**src/rtl/serial_subtractor.sv**
```systemverilog
// Bit-serial unsigned subtractor: diff = a - b, LSB first, one bit per clock,
// with a start/busy/done handshake and a registered borrow chained between bits.
module serial_subtractor #(
    parameter int unsigned WIDTH = 8
) (
    input  logic             clk,
    input  logic             rst,
    input  logic             start,
    input  logic [WIDTH-1:0] a,
    input  logic [WIDTH-1:0] b,
    output logic             busy,
    output logic             done,
    output logic [WIDTH-1:0] diff,
    output logic             borrow_out
);

    localparam int unsigned CW = $clog2(WIDTH);
    localparam logic [CW-1:0] LAST = CW'(WIDTH - 1);

    typedef enum logic [1:0] {IDLE, RUN, DONE} state_t;

    state_t           state;
    logic [WIDTH-1:0] a_sr;
    logic [WIDTH-1:0] b_sr;
    logic             br;
    logic [CW-1:0]    cnt;

    logic ai;
    logic bi;
    logic d;
    logic br_next;

    always_comb begin
        ai      = a_sr[0];
        bi      = b_sr[0];
        d       = ai ^ bi ^ br;
        br_next = (~ai & bi) | (~(ai ^ bi) & br);
    end

    always_ff @(posedge clk) begin
        if (rst) begin
            state      <= IDLE;
            busy       <= 1'b0;
            done       <= 1'b0;
            diff       <= '0;
            borrow_out <= 1'b0;
            br         <= 1'b0;
            cnt        <= '0;
            a_sr       <= '0;
            b_sr       <= '0;
        end else begin
            case (state)
                IDLE: begin
                    done <= 1'b0;
                    if (start) begin
                        a_sr  <= a;
                        b_sr  <= b;
                        br    <= 1'b0;
                        cnt   <= '0;
                        diff  <= '0;
                        busy  <= 1'b1;
                        state <= RUN;
                    end
                end
                RUN: begin
                    // Result bits enter at the MSB so bit 0 holds the LSB after WIDTH shifts.
                    diff <= {d, diff[WIDTH-1:1]};
                    a_sr <= a_sr >> 1;
                    b_sr <= b_sr >> 1;
                    br   <= br_next;
                    cnt  <= cnt + 1'b1;
                    if (cnt == LAST) begin
                        borrow_out <= br_next;
                        done       <= 1'b1;
                        state      <= DONE;
                    end
                end
                DONE: begin
                    done  <= 1'b0;
                    busy  <= 1'b0;
                    state <= IDLE;
                end
                default: begin
                    done  <= 1'b0;
                    busy  <= 1'b0;
                    state <= IDLE;
                end
            endcase
        end
    end

endmodule

```
**config.mk**
```make
export PLATFORM = sky130hd
export DESIGN_NAME = serial_subtractor
export DESIGN_NICKNAME = d
export VERILOG_FILES = /design/src/rtl/serial_subtractor.sv
export SDC_FILE = /design/constraint.sdc
export NUM_CORES = 1
export LEC_CHECK = 0
export ABC_AREA = 1
export BUFFER_PORTS_ARGS = -buffer_cell sky130_fd_sc_hd__buf_4
export CAP_MARGIN = 40
export CORE_MARGIN = 2
export CORE_UTILIZATION = 40
export DETAILED_ROUTE_END_ITERATION = 10
export HOLD_SLACK_MARGIN = 0.06
export PLACE_DENSITY = 0.58
export SYNTH_ARGS = -nofsm -noshare
export SYNTH_HDL_FRONTEND = slang
export SYNTH_SLANG_ARGS = --single-unit
```
**constraint.sdc**
```tcl
create_clock -name clk -period 2.5 [get_ports clk]
set_clock_uncertainty 0.15 [all_clocks]
set_input_delay 0.625 -clock clk [delete_from_list [all_inputs] [get_ports clk]]
set_output_delay 0.625 -clock clk [all_outputs]
set_load 0.01 [all_outputs]
```
# Word-level counts from Yosys, hierarchy flattened
# Cells that the tools add are included.
[classes]
add_sub_neg = 1
eq_ne = 4
mux = 15
bitwise = 8
n_reduce_logical = 7
[ops]
columns = ["operator", "count"]
rows = [
  ["$pmux 8 s2", 3],
  ["$mux 8", 3],
  ["$reduce_and 2->1", 4],
  ["$pmux 3 s2", 1],
  ["$mux 2", 2],
  ["$ne 2x2->1 const B", 2],
  ["$pmux 1 s2", 2],
  ["$pmux 2 s2", 1],
  ["$add 3x1->3 const B", 1],
  ["$eq 3x3->1 const B", 1],
  ["$mux 3", 1],
  ["$not 1->1", 3],
  ["$and 1x1->1", 2],
  ["$eq 2x1->1 const B", 1],
  ["$logic_not 2->1", 1],
  ["$mux 1", 2],
  ["$reduce_bool 2->1", 1],
  ["$reduce_or 2->1", 1],
  ["$xor 1x1->1", 2],
  ["$or 1x1->1", 1],
]
[totals]
ff_bits = 33
inputBits = 19
out_inout_bits = 11
word_cells = 44

# Longest topological paths before layout
# Gate-level depths: netlist (run 1).
[depth]
word_depth = 5
mapped_depth = 7
depth_no_buf = 7

# Least setup slack after synthesis (run 1)
# No wires, ideal clock.
[synth_timing]
path_type = "input-to-reg"
start = "input start"
end = "register a_sr[1]"
setup_ns = 0.111
t_arrival_ns = 1.129
t_required_ns = 2.239
slack_ns = 1.110
stages = 5
n_path_buf = 1
cell_sequence = "o21ai_4 > buf_6 > nand2_1 > nand2_1 > nor2_1"
[synth_between]
elab_chain_len = 2
[synth_rtl]
columns = ["element", "line", "rtl"]
rows = [
  ["start, declared", "8", "input logic start,"],
  ["$ne 2x2->1 (no source line)", "--", ""],
  ["$reduce_and 2->1 (no source line)", "--", ""],
  ["end signal, assigned", "68", "a_sr <= a_sr >> 1;"],
  ["end, declared", "23", "logic [WIDTH-1:0] a_sr;"],
]
# Every way passes these cells.
# A chain may end at the register's enable or synchronous reset.

# Final worst setup path (run 1)
[layout_timing]
start = "register state[1]"
end = "register b_sr[2]"
[layout_between]
elab_chain_len = 3
word_cells_on_any_way = 6
cone_classes = "eq/ne: 2; mux: 1; reduce/logical: 3"
[layout_rtl]
columns = ["element", "line", "rtl"]
rows = [
  ["start, declared", "22", "state_t state;"],
  ["start signal, assigned", "42", "state <= IDLE;"],
  ["start signal, assigned", "62", "state <= RUN;"],
  ["start signal, assigned", "75", "state <= DONE;"],
  ["$eq 2x1->1 / $logic_not 2->1 (equally long branches)", "52", "case (state)"],
  ["$reduce_bool 2->1 (no source line) / $ne 2x2->1 (equally long branches)", "--", ""],
  ["$reduce_and 2->1 (no source line)", "--", ""],
  ["end signal, assigned", "69", "b_sr <= b_sr >> 1;"],
  ["end, declared", "24", "logic [WIDTH-1:0] b_sr;"],
]
# Parallel ways exist; a longest one is shown, timed or not.

==> impl_metrics.sql, run 1 <==
INSERT INTO impl_metrics (metric_group, metric, value, unit) VALUES
('setup_path', 'worst_ep_arrival_time', '1.61', 'ns'),
('clock_network', 'ctsHtreeMaxLevel', '2', ''),
('setup_path', 'r2r_startpoint', 'state[1]', ''),
('run_status', 'outcome', 'finished, final reports clean', ''),
('setup_path', 'most_common_cell_on_crit_path', 'sky130_fd_sc_hd__nor2_1', ''),
('pwr', 'power.total', '0.00112', 'W'),
('placed_design', 'globalplace.congestion', '0.733', ''),
('timing', 'fmaxAchievable', '0.635', 'GHz'),
('cells_and_area', 'finalNetCount', '291', ''),
('timing', 'fin_setup_tns', '0', 'ns'),
('die', 'floorplan.die_area', '0.00442', 'mm2'),
('setup_path', 'worstPathCellList', 'inv_2, nand2_2, inv_2, nor2_1, nor2_1, nor2_1', ''),
('synthesis', 'yosysSeqAreaShare', '42.3', '%'),
('synthesis', 'synth_top_cells_by_count', '70 x sky130_fd_sc_hd__nand2_1, 51 x sky130_fd_sc_hd__nor2_1, 34 x sky130_fd_sc_hd__inv_1', ''),
('setup_path', 'ff2ff_path_depth', '6', ''),
('clock_network', 'post_cts.resized_instances', '0', ''),
('hold_path', 'hold_path_startpoint', 'busy', ''),
('synthesis', 'yosys_warnings', '0', ''),
('timing', 'slew-limit-headroom', '70.9', '%'),
('clock_network', 'tritoncts.num_buffers', '5', ''),
('routing', 'route.final.wire_length', '3.26', 'mm'),
('global_routing', 'grt_first_pass_wirelength', '5.44', 'mm'),
('synthesis', 'syn_inst', '240', ''),
('setup_path', 'critPathSlowestCell', 'sky130_fd_sc_hd__inv_2', ''),
('clock_network', 'cts_num_sinks', '33', ''),
('routing', 'drt-wirelength-per-cell', '10.2', 'um'),
('die', 'fp-row-count', '22', ''),
('die', 'die-height', '66.5', 'um'),
('hold_path', 'worstHoldPathCells', '2', ''),
('routing', 'drc', '0', ''),
('setup_path', 'worst_path_largest_cell_delay', '0.35', 'ns'),
('pwr', 'power-per-cell-area', '594', 'mW/mm2'),
('timing', 'slew_at_the_pin_closest_to_its_max_slew_limit', '0.436', 'ns'),
('routing', 'firstDrtPassIters', '4', ''),
('synthesis', 'yosys_register_bits', '33', ''),
('synthesis', 'synth.top_cell.area_share', '42.3', '%'),
('synthesis', 'count_of_flip_flops_with_a_built_in_enable_after_synthesis', '0', ''),
('clock_network', 'clkLatencyLatePin', '0.29', 'ns'),
('cells_and_area', 'antenna_diodes', '0', ''),
('clock_network', 'holdBufCountCts', '0', ''),
('die', 'die_width', '66.5', 'um'),
('routing', 'detailroute.via_count', '1358', ''),
('clock_network', 'cts_buffer_depth', '2', ''),
('cells_and_area', 'fillerInstances', '403', ''),
('cells_and_area', 'layout-drive-gt1-share', '17.0', '%'),
('cells_and_area', 'areaGrowthSynthToFinish', '20.8', '%'),
('routing', 'post_drt_via_cell_ratio', '4.27', ''),
('setup_path', 'worst-path-max-fanout', '25', ''),
('cells_and_area', 'multiInputGateArea', '694', 'um2'),
('die', 'io-pin-count', '30', ''),
('routing', 'antenna_left', '0', ''),
('placed_design', 'port_buffers', '29', ''),
('die', 'design.core.area', '0.00372', 'mm2'),
('global_routing', 'global_route.usage.total', '16.3', '%'),
('hold_path', 'min_path_type', 'flop to flop', ''),
('synthesis', 'synth_top_cell_by_area', 'sky130_fd_sc_hd__dfxtp_1', ''),
('clock_network', 'cts.clk_slew.worst_paths', '0.07', 'ns'),
('clock_network', 'cts_root_buffer', 'sky130_fd_sc_hd__clkbuf_8', ''),
('timing', 'post-route-period-util', '63.0', '%'),
('synthesis', 'netlist-cell-type-count', '16', ''),
('synthesis', 'mappedNetlistArea', '0.00156', 'mm2'),
('synthesis', 'yosysMostFrequentCell', 'sky130_fd_sc_hd__nand2_1', ''),
('cells_and_area', 'regArea', '661', 'um2'),
('global_routing', 'globalRouteOverflowTotal', '0', ''),
('clock_network', 'cts_tree', 'yes', ''),
('global_routing', 'pin_count_of_the_biggest_net_entering_global_routing', '26', ''),
('setup_path', 'worstSetupStartpoint', 'state[1]', ''),
('synthesis', 'async_reset_ff_share', '0', '%'),
('pwr', 'vdd_drop_max', '0.000318', 'V'),
('setup_path', 'worst-endpoint-required', '2.53', 'ns'),
('clock_network', 'cts_setup_buffers', '0', '');
worst max-delay path: cells and delay by family (launching register included):
kind	cells	cell delay, ns
buffers and inverters	2	0.60
AND/OR/NAND/NOR	4	0.38
flip-flops	1	0.33
cell families after synthesis:
group / share of synthesized area [%]
AOI/OAI and AO/OA: 5.85
adders and majority gates: 2.89
buffers and inverters: 13.2
DFF: 42.3
and+or+nand+nor: 35.8
area by class of cell:
cell class              instances  area share, %
inverters                      36           7.17
repair buffers                 33           13.1
multi-input cells             160           36.9
flip-flops and latches         33           35.1
well taps                      48           3.19
clock inverters                 3          0.930
clock buffers                   5           3.65
power breakdown:
group	switching, W	total, W	leakage (nW)	internal (W)
Clock	0.000200	0.000392	0.0439	0.000192
Sequential	0.0000164	0.000570	0.271	0.000554
Combinational	0.0000902	0.000157	0.637	0.0000671
stage by stage:
stage	std cells	area (um2)	hold WS (ns)	util, %	setup slack (ns)
detailed placement	310	1800	0.291	48.4	0.758
global placement	310	1800	0.288	48.4	0.771
floorplan	240	1560	0.293	-	1.11
finish	318	1880	0.299	50.7	0.924
CTS	318	1880	0.302	50.7	0.891
global route	318	1880	0.323	50.7	0.791
sequential cells by signal (all words and copies together) (netlist names):
signal and count:
done 1, borrow_out 1, busy 1, br 1, cnt 3, state 2
a_sr 8, b_sr 8, diff 8
per-layer routing:
| metal | vias to the layer above | track usage, % | wire length [um] |
|---|---|---|---|
| met4 | 0 | 7.65 | 54 |
| met2 | 30 | 26.4 | 1370 |
| met3 | 6 | 4.05 | 161 |
| li1 | 770 | - | - |
| met1 | 552 | 20.3 | 1670 |
| met5 | - | 0 | 0 |
worst paths after layout:
check        endpoint
max           b_sr[2]
min              busy
max reg2reg   b_sr[2]
min reg2reg      busy
placed cells by master, fill, tap and decap left out:
cell,count
sky130_fd_sc_hd__a21oi_1,11
sky130_fd_sc_hd__and3_1,1
sky130_fd_sc_hd__buf_4,33
sky130_fd_sc_hd__clkbuf_8,5
sky130_fd_sc_hd__clkinv_2,2
sky130_fd_sc_hd__clkinvlp_4,1
sky130_fd_sc_hd__dfxtp_1,33
sky130_fd_sc_hd__fa_1,1
sky130_fd_sc_hd__ha_1,2
sky130_fd_sc_hd__inv_1,34
sky130_fd_sc_hd__inv_2,2
sky130_fd_sc_hd__nand2_1,70
sky130_fd_sc_hd__nand2_2,2
sky130_fd_sc_hd__nand3_1,17
sky130_fd_sc_hd__nor2_1,51
sky130_fd_sc_hd__o21ai_0,4
sky130_fd_sc_hd__o21ai_4,1
Note: power is estimated with default switching activity, not from simulation.
==> inputs of run 2 (changes only) <==
- clock period: 2.5 -> 1.6 ns (I/O delays scaled with it)
==> run 2 against run 1 <==
Net effect:
- global-route usage up 0.18 points
- setup slack got worse by 0.66 ns
- clock power is 110% higher
- critical endpoint is now diff[7]
==> impl_metrics.sql, run 2 (synthesized netlist as in run 1, its figures left out) <==
INSERT INTO impl_metrics (metric_group, metric, value, unit) VALUES
('die', 'io-pin-count', '30', ''),
('setup_path', 'r2r_startpoint', 'cnt[0]', ''),
('routing', 'detailroute.via_count', '1382', ''),
('timing', 'worst_hold_check_slack', '0.233', 'ns'),
('timing', 'grt_setup_unrepaired', 'no', ''),
('die', 'start_util', '42.0', '%'),
('setup_path', 'worstSetupEndpoint', 'diff[7]', ''),
('pwr', 'static-leakage-power', '0.979', 'nW'),
('routing', 'antenna_left', '0', ''),
('pwr', 'vdd_drop_max', '0.000566', 'V'),
('clock_network', 'post_cts.resized_instances', '0', ''),
('setup_path', 'ff2ff_path_depth', '7', ''),
('cells_and_area', 'core_utilization_of_the_finished_layout', '52.3', '%'),
('hold_path', 'min_path_type', 'input port to flop', ''),
('global_routing', 'pin_count_of_the_biggest_net_entering_global_routing', '26', ''),
('global_routing', 'global_route.usage.total', '16.5', '%'),
('timing', 'fin_setup_tns', '0', 'ns'),
('clock_network', 'tritoncts.num_buffers', '5', ''),
('die', 'die_width', '66.5', 'um'),
('routing', 'route.final.wire_length', '3.18', 'mm'),
('cells_and_area', 'areaGrowthSynthToFinish', '24.5', '%'),
('setup_path', 'critPathSlowestCell', 'sky130_fd_sc_hd__dfxtp_1', ''),
('placed_design', 'place_ws', '0.258', 'ns'),
('setup_path', 'worst_ep_arrival_time', '0.79', 'ns'),
('placed_design', 'detailedPlacementHpwl', '2.13', 'mm'),
('routing', 'drc', '0', ''),
('flow_run', 'maxCapViolations', '0', ''),
('routing', 'firstDrtPassIters', '4', ''),
('clock_network', 'holdBufCountCts', '0', ''),
('global_routing', 'grt_first_pass_wirelength', '5.50', 'mm'),
('cells_and_area', 'layout_common_cells', '70 x sky130_fd_sc_hd__nand2_1, 51 x sky130_fd_sc_hd__nor2_1, 34 x sky130_fd_sc_hd__inv_1, 34 x sky130_fd_sc_hd__buf_4, 33 x sky130_fd_sc_hd__dfxtp_1', ''),
('setup_path', 'worst-path-max-fanout', '3', ''),
('setup_path', 'worst-path-buf-inv', '1', ''),
('setup_path', 'cp-start-kind', 'flop', ''),
('cells_and_area', 'finalNetCount', '293', ''),
('timing', 'postLayoutSetupSlackWorst', '0.262', 'ns'),
('setup_path', 'number_of_logic_stages_on_the_critical_path_including_buffering', '1', ''),
('routing', 'first_iter_violations', '53', ''),
('cells_and_area', 'stdcell_area', '0.00194', 'mm2'),
('cells_and_area', 'multiInputGateArea', '694', 'um2'),
('die', 'floorplan.die_area', '0.00442', 'mm2'),
('global_routing', 'first_global_vias', '1265', ''),
('setup_path', 'endpoint_of_the_lowest_slack_register_to_register_path', 'borrow_out', ''),
('routing', 'post_drt_via_cell_ratio', '4.32', ''),
('cells_and_area', 'antenna_diodes', '0', ''),
('run_status', 'outcome', 'finished, final reports clean', ''),
('clock_network', 'cts_num_sinks', '33', ''),
('timing', 'slew_at_the_pin_closest_to_its_max_slew_limit', '0.276', 'ns'),
('timing', 'report.final.hold_viol_count', '0', ''),
('setup_path', 'worstPathCellList', 'buf_4', ''),
('placed_design', 'post_dp_cell_area', '0.00183', 'mm2'),
('clock_network', 'cts_buffer_depth', '2', ''),
('clock_network', 'cts_root_buffer', 'sky130_fd_sc_hd__clkbuf_8', ''),
('die', 'die-height', '66.5', 'um'),
('setup_path', 'worst-setup-path-type', 'flop to output pin', ''),
('die', 'design.core.area', '0.00372', 'mm2'),
('timing', 'period_needed', '1.34', 'ns'),
('global_routing', 'globalRouteOverflowTotal', '0', ''),
('setup_path', 'worst_path_largest_cell_delay', '0.37', 'ns'),
('pwr', 'power-per-cell-area', '1010', 'mW/mm2'),
('die', 'fp-row-count', '22', ''),
('timing', 'final_max_slew_viol_count', '0', ''),
('cells_and_area', 'most_common_cell_after_layout_fill_and_taps_aside', 'sky130_fd_sc_hd__nand2_1', ''),
('setup_path', 'end_kind', 'output pin', ''),
('timing', 'post-route-period-util', '83.6', '%'),
('setup_path', 'cpLargestDelayFamily', 'flip-flops', ''),
('timing', 'fmaxAchievable', '0.747', 'GHz'),
('setup_path', 'worst-endpoint-required', '1.05', 'ns'),
('routing', 'drt-wirelength-per-cell', '9.94', 'um'),
('setup_path', 'worstSetupStartpoint', 'diff[7]', ''),
('cells_and_area', 'layout-drive-gt1-share', '17.3', '%'),
('clock_network', 'cts_setup_buffers', '0', ''),
('cells_and_area', 'regArea', '661', 'um2'),
('setup_path', 'worst-r2r-setup-slack', '0.28', 'ns'),
('clock_network', 'clkLatencyLatePin', '0.28', 'ns'),
('global_routing', 'number_of_antenna_violations_at_the_first_check_in_global_routing', '0', ''),
('clock_network', 'cts_tree', 'yes', ''),
('clock_network', 'cts.clk_slew.worst_paths', '0.07', 'ns'),
('placed_design', 'globalplace.congestion', '0.733', ''),
('clock_network', 'ctsHtreeMaxLevel', '2', ''),
('cells_and_area', 'fillerInstances', '390', ''),
('timing', 'slew-limit-headroom', '81.5', '%'),
('placed_design', 'port_buffers', '29', ''),
('cells_and_area', 'registers_with_the_highest_flip_flop_counts', 'a_sr (8), b_sr (8), diff (8)', ''),
('timing', 'finalSetupViolCount', '0', '');
[run 2: changes by cell type in the layout (fill, tap and decap cells not counted)]
cell	before	now
sky130_fd_sc_hd__bufinv_16	0	1
sky130_fd_sc_hd__clkbuf_8	5	6
sky130_fd_sc_hd__buf_12	0	1
sky130_fd_sc_hd__clkinv_2	2	0
sky130_fd_sc_hd__clkinvlp_4	1	0
sky130_fd_sc_hd__buf_4	33	34
sky130_fd_sc_hd__clkbuf_1	0	1
[run 2: worst min-delay path by stage]
stage                 from       to  slack (ns)  cells after the start
floorplan           cnt[1]   cnt[1]        0.29                      2
global placement      busy     busy        0.29                      2
detailed placement    busy     busy        0.30                      2
CTS                    rst  diff[2]        0.23                      2
global route           rst   cnt[1]        0.24                      2
finish                 rst  diff[4]        0.23                      2
[run 2: per-layer routing]
layer  track usage [%]  share of wire, %  vias up
li1                  -                 -      776
met1              22.4                52      575
met2              25.3                43       27
met3              5.07               4.1        4
met4              4.59              0.91        0
met5                 0                 0        -
[run 2: layout make-up]
class	instances	share of cell area, %
Multi-Input combinational cell	160	35.8
Sequential cell	33	34.0
Timing Repair Buffer	35	14.2
Inverter	36	6.96
Clock buffer	7	4.45
Tap cell	48	3.09
Clock inverter	1	1.55
[run 2: where the power goes]
part / internal [W] / switching [W]
clock network: 0.000508 / 0.000303
registers: 0.000865 / 0.0000251
logic: 0.000111 / 0.000141
[run 2: metrics by stage]
step / instances / power, W
global route: 320 / 0.00207
finish: 320 / 0.00195
global placement: 312 / 0.00116
floorplan: 240 / 0.00108
detailed placement: 312 / 0.00116
CTS: 320 / 0.00198
==> inputs of run 3 (changes only) <==
- clock period: 1.6 -> 1.3 ns (I/O delays scaled with it)
==> run 3 against run 2 <==
Net effect:
- global-route usage up 1.7 points
- critical path type is now flop to flop
- power up 15%
- sequential power up 24%
- combinational power up 54%
- register-to-register slack worse by 0.26 ns
- die area unchanged
- first-iteration DRC count up 87%
- clock-buffer cell count unchanged
- largest power group unchanged
- critical path depth up 5
- setup slack worse by 0.24 ns
- final area up 10%
- utilization up 5.4 points
==> impl_metrics.sql, run 3 (synthesized netlist as in run 1, its figures left out) <==
INSERT INTO impl_metrics (metric_group, metric, value, unit) VALUES
('pwr', 'power_switching', '0.000581', 'W'),
('clock_network', 'cts_tree', 'yes', ''),
('timing', 'fmaxAchievable', '0.780', 'GHz'),
('pwr', 'p_comb_share', '17.2', '%'),
('die', 'design.core.area', '0.00372', 'mm2'),
('setup_path', 'cp-start-kind', 'flop', ''),
('pwr', 'p_clk_share', '34.1', '%'),
('cells_and_area', 'core_utilization_of_the_finished_layout', '57.7', '%'),
('die', 'die_width', '66.5', 'um'),
('cells_and_area', 'antenna_diodes', '0', ''),
('routing', 'drt-wirelength-per-cell', '11.2', 'um'),
('timing', 'finalSetupViolCount', '0', ''),
('pwr', 'static-leakage-power', '1.07', 'nW'),
('setup_path', 'worst-r2r-setup-slack', '0.02', 'ns'),
('setup_path', 'worst-setup-path-type', 'flop to flop', ''),
('pwr', 'power-per-cell-area', '1050', 'mW/mm2'),
('pwr', 'vdd_drop_max', '0.000536', 'V'),
('clock_network', 'tritoncts.num_buffers', '5', ''),
('placed_design', 'detailedPlacementHpwl', '2.34', 'mm'),
('die', 'floorplan.die_area', '0.00442', 'mm2'),
('timing', 'final_max_slew_viol_count', '0', ''),
('clock_network', 'clkLatencyLatePin', '0.28', 'ns'),
('global_routing', 'grt_first_pass_wirelength', '6.18', 'mm'),
('global_routing', 'pin_count_of_the_biggest_net_entering_global_routing', '24', ''),
('run_status', 'outcome', 'finished, final reports clean', ''),
('timing', 'fin_setup_tns', '0', 'ns'),
('pwr', 'intPower', '0.00167', 'W'),
('routing', 'detailroute.via_count', '1483', ''),
('timing', 'report.final.hold_viol_count', '0', ''),
('die', 'start_util', '42.0', '%'),
('clock_network', 'cts_buffer_depth', '2', ''),
('routing', 'firstDrtPassIters', '4', ''),
('hold_path', 'timing.hold.worst_endpoint', 'a_sr[7]', ''),
('cells_and_area', 'multiInputGateArea', '726', 'um2'),
('cells_and_area', 'regArea', '667', 'um2'),
('routing', 'antenna_left', '0', ''),
('timing', 'period_needed', '1.28', 'ns'),
('setup_path', 'worst-endpoint-required', '1.35', 'ns'),
('placed_design', 'post_dp_cell_area', '0.00191', 'mm2'),
('cells_and_area', 'areaGrowthSynthToFinish', '37.4', '%'),
('timing', 'grt_setup_unrepaired', 'yes', ''),
('clock_network', 'cts_num_sinks', '33', ''),
('global_routing', 'first_global_vias', '1420', ''),
('pwr', 'p_sw_share', '25.8', '%'),
('cells_and_area', 'fillerInstances', '365', ''),
('global_routing', 'global_route.usage.total', '18.2', '%'),
('routing', 'first_iter_violations', '99', ''),
('pwr', 'portion_of_total_power_attributed_to_sequential_cells', '48.7', '%'),
('placed_design', 'globalplace.congestion', '0.735', ''),
('hold_path', 'min_path_type', 'input port to flop', ''),
('timing', 'post-route-period-util', '98.6', '%'),
('global_routing', 'number_of_antenna_violations_at_the_first_check_in_global_routing', '0', ''),
('timing', 'slew-limit-headroom', '88.9', '%'),
('setup_path', 'end_kind', 'flop', ''),
('global_routing', 'globalRouteOverflowTotal', '0', ''),
('setup_path', 'ff2ff_path_depth', '6', ''),
('hold_path', 'hold_path_startpoint', 'a[7]', ''),
('timing', 'slew_at_the_pin_closest_to_its_max_slew_limit', '0.167', 'ns'),
('setup_path', 'r2r_startpoint', 'state[0]', ''),
('flow_run', 'maxCapViolations', '0', ''),
('die', 'fp-row-count', '22', ''),
('cells_and_area', 'most_common_cell_after_layout_fill_and_taps_aside', 'sky130_fd_sc_hd__nand2_1', ''),
('die', 'die-height', '66.5', 'um'),
('setup_path', 'worst-path-max-fanout', '6', ''),
('cells_and_area', 'finalNetCount', '307', ''),
('setup_path', 'worst_ep_arrival_time', '1.34', 'ns'),
('routing', 'drc', '0', ''),
('cells_and_area', 'layout-drive-gt1-share', '26.3', '%'),
('cells_and_area', 'stdcell_area', '0.00214', 'mm2'),
('cells_and_area', 'registers_with_the_highest_flip_flop_counts', 'a_sr (8), b_sr (8), diff (8)', ''),
('routing', 'route.final.wire_length', '3.73', 'mm'),
('placed_design', 'port_buffers', '29', ''),
('clock_network', 'cts_root_buffer', 'sky130_fd_sc_hd__clkbuf_8', ''),
('setup_path', 'endpoint_of_the_lowest_slack_register_to_register_path', 'diff[0]', ''),
('cells_and_area', 'layout_common_cells', '66 x sky130_fd_sc_hd__nand2_1, 50 x sky130_fd_sc_hd__nor2_1, 40 x sky130_fd_sc_hd__buf_4', ''),
('hold_path', 'worstHoldPathCells', '3', ''),
('clock_network', 'ctsHtreeMaxLevel', '2', ''),
('routing', 'post_drt_via_cell_ratio', '4.45', ''),
('die', 'io-pin-count', '30', ''),
('clock_network', 'cts.clk_slew.worst_paths', '0.07', 'ns');
[run 3: changes by cell type in the layout (fill, tap and decap cells not counted), sizes merged]
cell | previous run | this run
buf | 35 | 47
clkbuf | 7 | 9
bufinv | 1 | 0
[run 3: how the worst max path moves through the flow]
| stage | from | endpoint | slack [ns] | depth (start not counted) |
|---|---|---|---|---|
| floorplan | state[0] | a_sr[1] | 0.09 | 6 |
| global placement | cnt[0] | borrow_out | 0.008 | 7 |
| detailed placement | cnt[0] | borrow_out | 0.006 | 7 |
| CTS | cnt[0] | borrow_out | 0.02 | 7 |
| global route | cnt[0] | borrow_out | -0.03 | 7 |
| finish | state[0] | diff[0] | 0.02 | 6 |
[run 3: area by class of cell]
cell class              instances  share of cell area [%]
clock buffers                   7                    4.03
inverters                      36                    6.54
multi-input cells             160                    33.9
flip-flops and latches         33                    31.1
well taps                      48                    2.80
repair buffers                 49                    21.7
[run 3: per-stage QoR]
| step | power, W | hold slack (ns) | cells | worst slack (ns) |
|---|---|---|---|---|
| after global placement | 0.00145 | 0.293 | 320 | 0.00835 |
| final | 0.00226 | 0.158 | 333 | 0.0178 |
| after floorplan | 0.00133 | 0.293 | 240 | 0.0880 |
| after detailed placement | 0.00145 | 0.292 | 320 | 0.00612 |
| after CTS | 0.00223 | 0.146 | 327 | 0.0188 |
| after global routing | 0.00238 | 0.171 | 333 | -0.0299 |
[run 3: metal layers]
layer  wire [um]  up-vias  global-route usage, %  part of all wire, %
met5           0        -                      0                    0
met4          41        0                   5.36                  1.1
li1            -      801                      -                    -
met3         167        7                   4.39                  4.5
met1        1950      644                   24.4                   52
met2        1570       31                   28.9                   42
[run 3: power by group through the flow]
stage | Combinational [W] | Sequential, W | Clock (W)
2_1_floorplan | 0.000217 | 0.00111 | 0
3_3_place_gp | 0.000335 | 0.00112 | 0
3_5_place_dp | 0.000336 | 0.00112 | 0
4_1_cts | 0.000338 | 0.00110 | 0.000792
5_1_grt | 0.000446 | 0.00110 | 0.000829
6_report | 0.000388 | 0.00110 | 0.000769
[run 3: timing repair]
action                                  CTS  global route
endpoints found under the setup margin    2            23
hold buffers                              0             0
pin swaps                                 1             6
setup buffers                             0             3
cloned                                    0             3
endpoints found under the hold margin     0             0
gates resized for setup                   3            17
[run 3: worst max-delay path: stages, from the launching register on]
cell                        delay, ns
sky130_fd_sc_hd__dfxtp_2         0.34
sky130_fd_sc_hd__buf_6           0.12
sky130_fd_sc_hd__o21ai_4         0.13
sky130_fd_sc_hd__buf_12          0.14
sky130_fd_sc_hd__clkbuf_16       0.14
sky130_fd_sc_hd__nand2_1         0.04
sky130_fd_sc_hd__a21oi_1         0.13
